### src/rtl/demux_rr_dispatcher.sv
// Round-robin feeder for the 1-to-8 demux: accepts one item at a time and
// presents it as a one-cycle pulse on D/S to the next non-busy channel.
module demux_rr_dispatcher #(
    parameter int WIDTH = 1,
    parameter int CNT_W = 8
) (
    input  logic             clk,
    input  logic             rst,
    input  logic             in_valid,
    output logic             in_ready,
    input  logic [WIDTH-1:0] in_data,
    input  logic [7:0]       ch_busy,
    output logic [WIDTH-1:0] D,
    output logic             S2,
    output logic             S1,
    output logic             S0,
    output logic             out_valid,
    output logic             stall,
    output logic [CNT_W-1:0] disp_cnt
);

    typedef enum logic [1:0] {
        IDLE,
        HOLD,
        DRIVE
    } state_t;

    state_t           state;
    logic [2:0]       ptr;
    logic [3:0]       scan;
    logic [2:0]       sel;
    logic [WIDTH-1:0] held;

    assign {S2, S1, S0} = sel;
    assign in_ready     = !rst && (state != HOLD);

    always_ff @(posedge clk or posedge rst) begin
        if (rst) begin
            state     <= IDLE;
            ptr       <= '0;
            scan      <= '0;
            sel       <= '0;
            held      <= '0;
            D         <= '0;
            out_valid <= 1'b0;
            stall     <= 1'b0;
            disp_cnt  <= '0;
        end else begin
            case (state)
                IDLE: begin
                    out_valid <= 1'b0;
                    D         <= '0;
                    if (in_valid) begin
                        held  <= in_data;
                        state <= HOLD;
                    end
                end
                HOLD: begin
                    // A free channel wins over the scan wrap, so stall never
                    // rises on the same cycle as a dispatch.
                    if (!ch_busy[ptr]) begin
                        sel       <= ptr;
                        D         <= held;
                        out_valid <= 1'b1;
                        scan      <= '0;
                        stall     <= 1'b0;
                        state     <= DRIVE;
                    end else begin
                        ptr <= ptr + 3'd1;
                        if (scan == 4'd7) begin
                            stall <= 1'b1;
                            scan  <= '0;
                        end else begin
                            scan <= scan + 4'd1;
                        end
                    end
                end
                DRIVE: begin
                    out_valid <= 1'b0;
                    D         <= '0;
                    ptr       <= ptr + 3'd1;
                    disp_cnt  <= disp_cnt + CNT_W'(1);
                    if (in_valid) begin
                        held  <= in_data;
                        state <= HOLD;
                    end else begin
                        state <= IDLE;
                    end
                end
                default: state <= IDLE;
            endcase
        end
    end

endmodule

### config.mk
export PLATFORM = sky130hd
export DESIGN_NAME = demux_rr_dispatcher
export DESIGN_NICKNAME = d
export VERILOG_FILES = /design/src/rtl/demux_rr_dispatcher.sv
export SDC_FILE = /design/constraint.sdc
export NUM_CORES = 1
export LEC_CHECK = 0
export CAP_MARGIN = 20
export CORE_UTILIZATION = 50
export CTS_CLUSTER_SIZE = 10
export DETAILED_ROUTE_END_ITERATION = 7
export GPL_TIMING_DRIVEN = 0
export PLACE_DENSITY = 0.8
export SYNTH_ARGS = -nofsm -noshare
export SYNTH_HDL_FRONTEND = slang
export SYNTH_SLANG_ARGS = --single-unit
### constraint.sdc
create_clock -name clk -period 2.8 [get_ports clk]
set_clock_uncertainty 0.1 [all_clocks]
set_input_delay 0.56 -clock clk [delete_from_list [all_inputs] [get_ports clk]]
set_output_delay 0.56 -clock clk [all_outputs]
set_load 0.02 [all_outputs]
; ---- Word-level counts from Yosys, hierarchy flattened
; Cells that the tools add are included.
[totals]
out_inout_bits = 15
word_cells = 50
inputBits = 12
register_bits = 24
[classes]
n_reduce_logical = 12
eq_ne = 8
bitwise_logic = 1
magnitude_cmp = 1
n_mux = 16
addsub = 3
[ops]
columns = operator, n
row1 = $reduce_and 2->1, 6
row2 = $add 8x1->8 const B, 1
row3 = $mux 4, 2
row4 = $mux 1, 6
row5 = $ne 2x2->1 const B, 3
row6 = $pmux 2 s3, 1
row7 = $pmux 3 s2, 1
row8 = $add 4x1->4 const B, 1
row9 = $eq 4x3->1 const B, 1
row10 = $lt 3x4->1 const B, 1
row11 = $mux 2, 2
row12 = $ne 2x1->1 const B, 2
row13 = $pmux 1 s2, 2
row14 = $reduce_bool 2->1, 2
row15 = $add 3x1->3 const B, 1
row16 = $bmux 1 s3, 1
row17 = $mux 3, 1
row18 = $eq 2x1->1 const B, 1
row19 = $eq 2x2->1 const B, 1
row20 = $logic_not 2->1, 1
row21 = $reduce_or 2->1, 1
row22 = $logic_and 1x1->1, 1
row23 = $logic_not 1->1, 1
row24 = $not 1->1, 1

; ---- Depth between registers and ports, before layout
; Gate-level depths: netlist of the first run.
[depth]
ltp_word = 4
ltp_mapped = 6
depth_no_buf = 5

; ---- Worst setup path before layout of the first run
; Ideal clock, no wire load.
[synth_timing]
kind = register to output
startpoint = register state[0]
endpoint = output port in_ready
arrival_time_ns = 1.119
path_buffers = 2
setup_slack_ns = 1.021
required_ns = 2.140
path_stages_with_launch = 5
path_cell_list = dfrtp_1 buf_2 nor2b_1 clkbuf_1 nor2_1
[synth_via]
elab_chain_len = 2
[synth_rtl]
columns = element, line
row1 = start: declaration, 28  ; state_t state;
row2 = start signal: assignment, 39  ; state <= IDLE;
row3 = start signal: assignment, 55  ; state <= HOLD;
row4 = start signal: assignment, 67  ; state <= DRIVE;
row5 = $ne 2x1->1, 35  ; assign in_ready = !rst && (state != HOLD);
row6 = $logic_and 1x1->1, 35
row7 = end: declaration, 10  ; output logic in_ready,
; Every way passes these cells.

; ---- Worst setup path in the final report of the first run
; Ends and elaborated chain as after synthesis.

==> results of run 1 <==
[cells in the final DEF, fill, tap and decap left out, types with 2 or more instances in the layout]
cell / n
clkdlybuf4s50_1: 26
xnor2_1: 6
dfrtp_1: 24
nand3_1: 4
nor2b_1: 6
buf_2: 2
ha_1: 3
mux2i_1: 5
inv_1: 5
o22ai_1: 2
nor2_1: 3
o21ai_1: 2
mux2_2: 2
nand4_1: 2
mux2_4: 3
buf_6: 3
clkbuf_4: 3
nand2_1: 13
xor2_1: 2
and3_1: 3
a31oi_1: 3
a41o_2: 2
[worst register-to-register path: cells and delay by family (launching register included)]
family	cells	cell delay (ns)
buffers and inverters	1	0.14
muxes	2	0.62
AOI/OAI and AO/OA	2	0.41
DFF	1	0.41
[power breakdown]
group | total, mW | leakage (nW) | internal (mW) | switching (mW)
Sequential | 0.562 | 0.307 | 0.467 | 0.0947
Combinational | 0.944 | 0.386 | 0.467 | 0.477
Clock | 0.185 | 0.0210 | 0.0795 | 0.105
[per-layer routing]
metal / GRT usage, % / wire, um / up-vias
li1: - / - / 452
met1: 22.8 / 1080 / 450
met2: 34.2 / 1140 / 23
met3: 4.06 / 95 / 4
met4: 8.77 / 31 / 0
met5: 0 / 0 / -
[stage by stage]
| stage | hold WS, ns | worst slack (ns) | util (%) | cells |
|---|---|---|---|---|
| 3_5_place_dp | 0.374 | 0.433 | 67.6 | 166 |
| 6_report | 0.384 | 0.174 | 69.2 | 170 |
| 4_1_cts | 0.392 | 0.158 | 69.2 | 170 |
| 2_1_floorplan | 0.365 | 1.02 | - | 112 |
| 3_3_place_gp | 0.360 | 0.422 | 67.6 | 166 |
| 5_1_grt | 0.411 | 0.0713 | 69.2 | 170 |
[layout make-up]
cell class | count | area [um^2] | share of cell area, %
plain buffers | 7 | 55.1 | 3.46
well taps | 28 | 35.0 | 2.20
multi-input cells | 76 | 584 | 36.7
flip-flops and latches | 24 | 601 | 37.8
inverters | 5 | 18.8 | 1.18
clock buffers | 4 | 36.3 | 2.28
repair buffers | 26 | 260 | 16.4
[flip-flops by register name, indices dropped and copies added, names as in the netlist]
register	count
D	1
disp_cnt	8
held	1
out_valid	1
ptr	3
scan	4
sel	3
stall	1
state	2
[kinds of logic (layout without fill, tap and decap cells)]
group	Yosys count	after routing	share of synthesized area [%]
flops	24	24	47.7
mux	10	10	9.34
xor+xnor	8	8	5.57
fa+ha+maj	3	3	2.98
simple gates	35	35	14.4
compound gates	20	20	14.1
buf+inv	12	42	5.86
[worst max-delay path by stage]
stage | startpoint | endpoint | slack (ns) | cells after the start
2_1_floorplan | state[0]$_DFFE_PP0P_ | in_ready | 1.02 | 4
3_3_place_gp | rst | in_ready | 0.42 | 3
3_5_place_dp | rst | in_ready | 0.43 | 3
4_1_cts | state[0]$_DFFE_PP0P_ | in_ready | 0.16 | 5
5_1_grt | state[0]$_DFFE_PP0P_ | in_ready | 0.07 | 5
6_report | state[0]$_DFFE_PP0P_ | in_ready | 0.17 | 5
==> flow_summary_export.csv, run 1 <==
group,metric,value,unit
run_status,run_status,"complete, no violations",
final_layout,nets,158,
synth,yosys_warnings,0,
timing,slew_violations,0,
floorplan,fp-row-count,17,
power_and_ir_drop,fin_total_pwr,1.69,mW
final_layout,drive_above_1_share,18.3,%
global_routing,antenna_found_initial,0,
setup_path,crit_arrival,1.97,ns
floorplan,chipHeight,52.2,um
setup_path,startpoint_type,"flip-flop",
timing,slew_headroom,40.5,%
setup_path,critPathMaxFanout,10,
final_layout,diodes,0,
clocking,cts.sinks,24,
clocking,clock-root-buffer,"clkbuf_4",
clocking,cts_hold_buf,0,
final_layout,postLayoutCellArea,0.00159,mm^2
floorplan,die_area,0.00272,mm^2
clocking,clk_pin_slew,0.13,ns
clocking,numCtsBuffers,3,
drt,viasPerCell,5.46,
synth,synthFlopType,"dfrtp_1",
setup_path,critPathCaptureType,"output pin",
synth,synth.top_cell.area_share,47.7,%
synth,seq_area_frac_synth,47.7,%
power_and_ir_drop,powerDensity,1060,mW/mm^2
timing,rsz0062_at_grt,"no",
power_and_ir_drop,p_leak,0.715,nW
setup_path,r2r-end,"sel[0]$_DFFE_PP0P_",
min_path,holdPathEnd,"disp_cnt[7]$_DFFE_PP0N_",
floorplan,die_w,52.2,um
drt,detail_route.iter0.violations,6,
drt,drt_first_pass_iters,4,
setup_path,required,2.14,ns
drt,avgRoutedWirePerCell,13.8,um
clocking,cts.path.max_buffers,2,
clocking,htreeDepth,1,
synth,synthTopCellsByCount,"dfrtp_1 (24), nand2_1 (13), nor2b_1 (6), xnor2_1 (6)",
setup_path,worstSetupPathType,"flip-flop to output pin",
clocking,clk_latency,0.31,ns
min_path,hold_depth,1,
synth,netlist_area,0.00126,mm^2
timing,max_freq,381,MHz
timing,layout_min_cycle_time,2.63,ns
global_routing,overflow,0,
synth,async_reset_ff_share,100,%
setup_path,critPathTopFamily,"buffers and inverters",
synth,ys_top_cells_by_area,"dfrtp_1 (48%), xnor2_1 (4.2%), mux2i_1 (4.0%), nand2_1 (3.9%), mux2_4 (3.6%)",
floorplan,start_util,54.8,%
timing,tns,0,ns
setup_path,cp_cell_sequence,"buf_2 > nor2b_1 > clkbuf_1 > nor2_1 > clkdlybuf4s50_1",
timing,setup_violations,0,
setup_path,rr_worst_depth,5,
clocking,cts_tree,"yes",
synth,synth_cells,112,
global_routing,track_usage,19.5,%
power_and_ir_drop,ir_drop,0.000718,V
setup_path,critPathSlowestCell,"clkdlybuf4s50_1",
place,hpwlAfterDp,1750,um
drt,routed_wl,2350,um
synth,ys_types,37,
setup_path,path_buf_inv,3,
clocking,cts_setup_buffers,0,
place,dpl_cell_area,0.00155,mm^2
synth,synth_area_leader_cell,"dfrtp_1",
synth,synth_edf_count,0,
timing,tightest_slew,0.891,ns
min_path,hp-class,"flip-flop to flip-flop",
timing,hold_viol_final,0,
floorplan,io_pins,27,
min_path,worstHoldStart,"disp_cnt[7]$_DFFE_PP0N_",
setup_path,r2r-start,"ptr[1]$_DFFE_PP0P_",
floorplan,fp.coreArea,0.00230,mm^2
final_layout,n_fill_cell,190,
synth,synth_seq_cells,24,
setup_path,cpPeakStageDelay,0.61,ns
flow_run,maxCapViolCount,0,
synth,synth_most_common_cell,"dfrtp_1",
setup_path,r2r_slack,1.02,ns
drt,drc,0,
synth,synth_fp_nets,127,
global_routing,grt_pass1_vias,936,
global_routing,grt_start_max_net_pins,25,
place,globalplace.congestion,0.733,
synth,synth_area_per_cell,11.2,um^2
final_layout,area_growth,26.3,%
clocking,post_cts_resized,0,
global_routing,grt_pass1_wl,3840,um
place,placement.io_buffers,26,
timing,fin_crit_sh,93.8,%
drt,drtAntennaViolNets,0,
drt,num_vias,929,
Power figures use the tool's default switching activity.
==> run 2, diff against run 1 <==
Settings changed: CTS_CLUSTER_SIZE 10 to default, MAX_ROUTING_LAYER from default to met4.
==> flow_summary_export.csv, run 2 (synthesized netlist as in run 1, its figures left out) <==
group,metric,value,unit
run_status,run_status,"complete, no violations",
global_routing,overflow,0,
place,placement.io_buffers,26,
final_layout,ff_latch_area,601,um^2
flow_run,maxCapViolCount,0,
final_layout,reg.largest.list,"disp_cnt: 8 flops, scan: 4 flops",
drt,avgRoutedWirePerCell,13.8,um
floorplan,die_area,0.00272,mm^2
clocking,cts_setup_buffers,0,
place,globalplace.congestion,0.742,
power_and_ir_drop,p_int,1.01,mW
place,hpwlAfterDp,1750,um
setup_path,startpoint_type,"flip-flop",
setup_path,critPathCaptureType,"output pin",
min_path,hp-class,"flip-flop to flip-flop",
timing,rsz0062_at_grt,"no",
setup_path,cpPeakStageDelay,0.61,ns
power_and_ir_drop,p_comb_share,55.8,%
timing,layout_min_cycle_time,2.63,ns
timing,tightest_slew,0.891,ns
drt,detail_route.iter0.violations,6,
setup_path,cp-startpoint,"state[0]$_DFFE_PP0P_",
setup_path,worstSetupPathType,"flip-flop to output pin",
final_layout,nets,158,
global_routing,grt_start_max_net_pins,25,
floorplan,start_util,54.8,%
final_layout,top_register,"disp_cnt",
timing,tns,0,ns
clocking,cts_hold_buf,0,
final_layout,n_fill_cell,190,
drt,num_vias,929,
timing,max_freq,381,MHz
drt,routed_wl,2350,um
drt,viasPerCell,5.46,
global_routing,antenna_found_initial,0,
clocking,post_cts_resized,0,
floorplan,fp-row-count,17,
clocking,numCtsBuffers,3,
floorplan,fp.coreArea,0.00230,mm^2
power_and_ir_drop,p_leak,0.715,nW
min_path,worstHoldStart,"disp_cnt[7]$_DFFE_PP0N_",
final_layout,drive_above_1_share,18.3,%
setup_path,required,2.14,ns
power_and_ir_drop,powerDensity,1060,mW/mm^2
power_and_ir_drop,p_switching,0.677,mW
final_layout,largest_reg_flops,8,
global_routing,track_usage,20.0,%
setup_path,r2r-start,"ptr[1]$_DFFE_PP0P_",
setup_path,cp_cell_sequence,"buf_2 > nor2b_1 > clkbuf_1 > nor2_1 > clkdlybuf4s50_1",
power_and_ir_drop,switching_share,40.0,%
final_layout,area_growth,26.3,%
global_routing,grt_pass1_vias,935,
floorplan,io_pins,27,
timing,slew_violations,0,
setup_path,critPathMaxFanout,10,
setup_path,critPathSlowestCell,"clkdlybuf4s50_1",
clocking,cts.path.max_buffers,2,
clocking,htreeDepth,1,
global_routing,grt_pass1_wl,3840,um
final_layout,multi_input_area,584,um^2
timing,whs,0.384,ns
timing,fin_crit_sh,93.8,%
final_layout,stdcell_count,170,
floorplan,die_w,52.2,um
drt,drtAntennaViolNets,0,
clocking,cts.sinks,24,
clocking,clk_pin_slew,0.13,ns
timing,hold_viol_final,0,
final_layout,diodes,0,
power_and_ir_drop,ir_drop,0.000718,V
setup_path,crit_arrival,1.97,ns
timing,slew_headroom,40.5,%
place,dpl_cell_area,0.00155,mm^2
floorplan,chipHeight,52.2,um
clocking,cts_tree,"yes",
place,dp.cells,166,
final_layout,final_cell_mix,"clkdlybuf4s50_1 (26), dfrtp_1 (24), nand2_1 (13), nor2b_1 (6), xnor2_1 (6)",
final_layout,postLayoutCellArea,0.00159,mm^2
clocking,clk_latency,0.31,ns
power_and_ir_drop,pwr-share-seq,33.2,%
drt,drt_first_pass_iters,4,
timing,setup_violations,0,
clocking,clock-root-buffer,"clkbuf_4",
final_layout,final_util,69.2,%
final_layout,mostFrequentLayoutCell,"clkdlybuf4s50_1",
drt,drc,0,
power_and_ir_drop,p_clk_share,10.9,%
run 2: cell counts in the layout (fill, tap and decap cells not counted):
No cell type changed its count.
run 2: final timing paths:
kind	to	slack (ns)	cells after the start
setup / recovery	in_ready	0.17	5
hold / removal	disp_cnt[7]$_DFFE_PP0N_	0.38	1
setup reg to reg	sel[0]$_DFFE_PP0P_	1.02	5
hold reg to reg	disp_cnt[7]$_DFFE_PP0N_	0.38	1
max in group asynchronous	out_valid$_DFFE_PP0P_	1.39	2
min in group asynchronous	scan[2]$_DFFE_PP0P_	0.66	2
run 2: cell type report:
cell class	instances	area share [%]
buffer	7	3.46
timing repair buffer	26	16.4
clock buffer	4	2.28
inverter	5	1.18
multi-input combinational	76	36.7
sequential	24	37.8
tap	28	2.20
run 2: critical path, delay by kind of cell, from the launching register on:
kind | cells | cell delay [ns]
buf+inv | 3 | 0.99
simple gates | 2 | 0.27
flops | 1 | 0.40
run 2: power by group through the flow:
stage	clock network [mW]	registers, mW	logic, mW
after floorplan	0	0.626	0.620
after CTS	0.190	0.563	0.951
after global routing	0.198	0.581	1.02
after global placement	0	0.563	0.914
after detailed placement	0	0.570	0.947
final	0.185	0.562	0.944
run 2: through the flow:
step,worst slack [ns],total power [mW]
2_1_floorplan,1.02,1.25
3_3_place_gp,0.422,1.48
3_5_place_dp,0.433,1.52
4_1_cts,0.158,1.70
5_1_grt,0.0713,1.80
6_report,0.174,1.69
run 2: routing by layer:
metal | track usage, % | up-vias | wire (um)
li1 | - | 452 | -
met1 | 22.8 | 450 | 1080
met2 | 34.2 | 23 | 1140
met3 | 4.06 | 4 | 95
met4 | 8.77 | 0 | 31
met5 | - | - | 0
==> run 3, diff against run 2 <==
Settings changed: ABC_AREA from default to 1, PLACE_DENSITY 0.8 to 0.81, SETUP_SLACK_MARGIN from default to 0.05.
==> flow_summary_export.csv, run 3 <==
group,metric,value,unit
final_layout,mostFrequentLayoutCell,"nand2_1",
power_and_ir_drop,ir_drop,0.000673,V
power_and_ir_drop,powerDensity,997,mW/mm^2
timing,layout_min_cycle_time,2.47,ns
clocking,clk_latency,0.32,ns
timing,slew_violations,0,
clocking,cts.sinks,24,
drt,routed_wl,2140,um
synth,seq_area_frac_synth,50.8,%
global_routing,overflow,0,
global_routing,antenna_found_initial,0,
synth,synth_area_leader_cell,"dfrtp_1",
floorplan,fp.coreArea,0.00221,mm^2
final_layout,drive_above_1_share,10.5,%
final_layout,nets,178,
synth,synth_fp_nets,147,
synth,synthTopCellsByCount,"nand2_1 (37), dfrtp_1 (24), inv_1 (22)",
setup_path,cp.depth,4,
drt,viasPerCell,4.93,
final_layout,largest_reg_flops,8,
floorplan,die_w,50.6,um
synth,netlist_area,0.00118,mm^2
global_routing,grt_start_max_net_pins,25,
final_layout,reg.largest.list,"disp_cnt: 8 flops, scan: 4 flops",
synth,ys_top_cells_by_area,"dfrtp_1 (51%), nand2_1 (12%), inv_1 (7.0%), nand3_1 (4.7%), xor2_1 (4.4%)",
drt,detail_route.iter0.violations,10,
timing,rsz0062_at_grt,"no",
clocking,htreeDepth,1,
clocking,clk_pin_slew,0.13,ns
min_path,hold_depth,2,
final_layout,multi_input_area,488,um^2
synth,synth_seq_cells,24,
floorplan,fp-row-count,17,
synth,synth_cells,132,
timing,tns,0,ns
setup_path,r2r_slack,1.32,ns
clocking,cts_setup_buffers,0,
timing,whs,0.392,ns
drt,num_vias,936,
final_layout,ff_latch_area,601,um^2
setup_path,critPathTopFamily,"buffers and inverters",
final_layout,area_growth,29.4,%
clocking,post_cts_resized,0,
min_path,hp-class,"flip-flop to flip-flop",
place,dpl_worst_slack,0.454,ns
setup_path,r2r-end,"ptr[2]$_DFFE_PP0P_",
setup_path,critPathMaxFanout,8,
global_routing,track_usage,20.1,%
final_layout,diodes,0,
setup_path,cpPeakStageDelay,0.54,ns
timing,max_freq,404,MHz
clocking,cts_tree,"yes",
setup_path,critPathSlowestCell,"clkdlybuf4s50_1",
setup_path,worstSetupPathType,"flip-flop to output pin",
synth,synth_most_common_cell,"nand2_1",
synth,ys_types,22,
synth,synthFlopType,"dfrtp_1",
setup_path,r2r-start,"ptr[0]$_DFFE_PP0P_",
place,placement.io_buffers,26,
setup_path,crit_arrival,1.81,ns
synth,synth_edf_count,0,
setup_path,required,2.14,ns
global_routing,grt_pass1_wl,3720,um
drt,drc,0,
drt,avgRoutedWirePerCell,11.3,um
clocking,clock-root-buffer,"clkbuf_4",
place,hpwlAfterDp,1580,um
final_layout,n_fill_cell,181,
setup_path,startpoint_type,"flip-flop",
setup_path,path_buf_inv,2,
drt,drt_first_pass_iters,4,
synth,async_reset_ff_share,100,%
timing,fin_ws,0.327,ns
global_routing,grt_pass1_vias,933,
final_layout,final_cell_mix,"nand2_1 (37), clkdlybuf4s50_1 (26), dfrtp_1 (24), inv_1 (22), nand3_1 (11)",
setup_path,rr_worst_depth,9,
timing,slew_headroom,40.4,%
min_path,holdPathEnd,"out_valid$_DFFE_PP0P_",
power_and_ir_drop,p_leak,0.799,nW
floorplan,start_util,53.4,%
synth,synth_area_per_cell,8.95,um^2
final_layout,top_register,"disp_cnt",
setup_path,critPathCaptureType,"output pin",
synth,synth.top_cell.area_share,50.8,%
floorplan,die_area,0.00256,mm^2
timing,setup_violations,0,
floorplan,io_pins,27,
flow_run,maxCapViolCount,0,
clocking,cts_hold_buf,0,
synth,yosys_warnings,0,
min_path,worstHoldStart,"out_valid$_DFFE_PP0P_",
timing,hold_viol_final,0,
timing,fin_crit_sh,88.3,%
clocking,numCtsBuffers,3,
floorplan,chipHeight,50.6,um
drt,drtAntennaViolNets,0,
final_layout,final_util,69.1,%
run_status,run_status,"complete, no violations",
setup_path,cp_cell_sequence,"inv_1 > nor2_2 > nor2_1 > clkdlybuf4s50_1",
clocking,cts.path.max_buffers,2,
timing,tightest_slew,0.893,ns
place,globalplace.congestion,0.741,
==> run 3: changes by cell type after synthesis, sizes merged, moves of 4 or more <==
cell	before	now
a31oi	4	0
buf	6	0
inv	5	24
mux2i	5	0
nand2	13	41
nand3	5	13
nor2b	6	0
o21ai	3	7
xnor2	6	2
xor2	2	6
==> run 3: power breakdown <==
part           switching (mW)  internal (mW)
Sequential              0.109          0.467
Clock                   0.105          0.145
Combinational           0.410          0.291
Total                   0.623          0.902
==> run 3: per-layer routing <==
metal,GRT usage [%],wire length (um),up-vias
met3,3.03,68,10
met2,34.9,1090,23
met5,-,0,-
met1,22.0,907,431
met4,10.6,77,0
li1,-,-,472
==> run 3: final cells by class <==
class,count,area share [%]
Clock buffer,3,1.47
Clock inverter,1,1.96
Inverter,24,6.06
Multi-Input combinational cell,84,31.9
Sequential cell,24,39.3
Tap cell,28,2.29
Timing Repair Buffer,26,17.0
==> run 3: worst max-delay path by stage <==
| stage | from | endpoint | slack [ns] |
|---|---|---|---|
| floorplan | state[1]$_DFFE_PP0P_ | in_ready | 1.22 |
| global placement | rst | in_ready | 0.47 |
| detailed placement | rst | in_ready | 0.45 |
| CTS | state[0]$_DFFE_PP0P_ | in_ready | 0.31 |
| global route | state[0]$_DFFE_PP0P_ | in_ready | 0.16 |
| finish | state[0]$_DFFE_PP0P_ | in_ready | 0.33 |
==> run 3: cell families after synthesis <==
| kind of cell | count (synthesis) | share of synthesized area [%] |
|---|---|---|
| AO/OA/AOI/OAI | 9 | 4.02 |
| XOR/XNOR | 8 | 5.93 |
| adder cells (fa/ha/maj) | 3 | 3.18 |
| buffers and inverters | 24 | 7.84 |
| flip-flops | 24 | 50.8 |
| multiplexers | 2 | 1.91 |
| AND/OR/NAND/NOR | 62 | 26.3 |
==> run 3: worst min-delay path, stage by stage, from the launching register on <==
cell,delay (ns)
dfrtp_1,0.37
nand2_1,0.05
nand2_1,0.05
==> run 3: through the flow <==
step	cell area (um^2)	std cells	total power [mW]
after floorplan	1180	132	1.05
after global placement	1480	186	1.26
after detailed placement	1480	186	1.28
after CTS	1530	190	1.55
after global routing	1530	190	1.64
final	1530	190	1.53
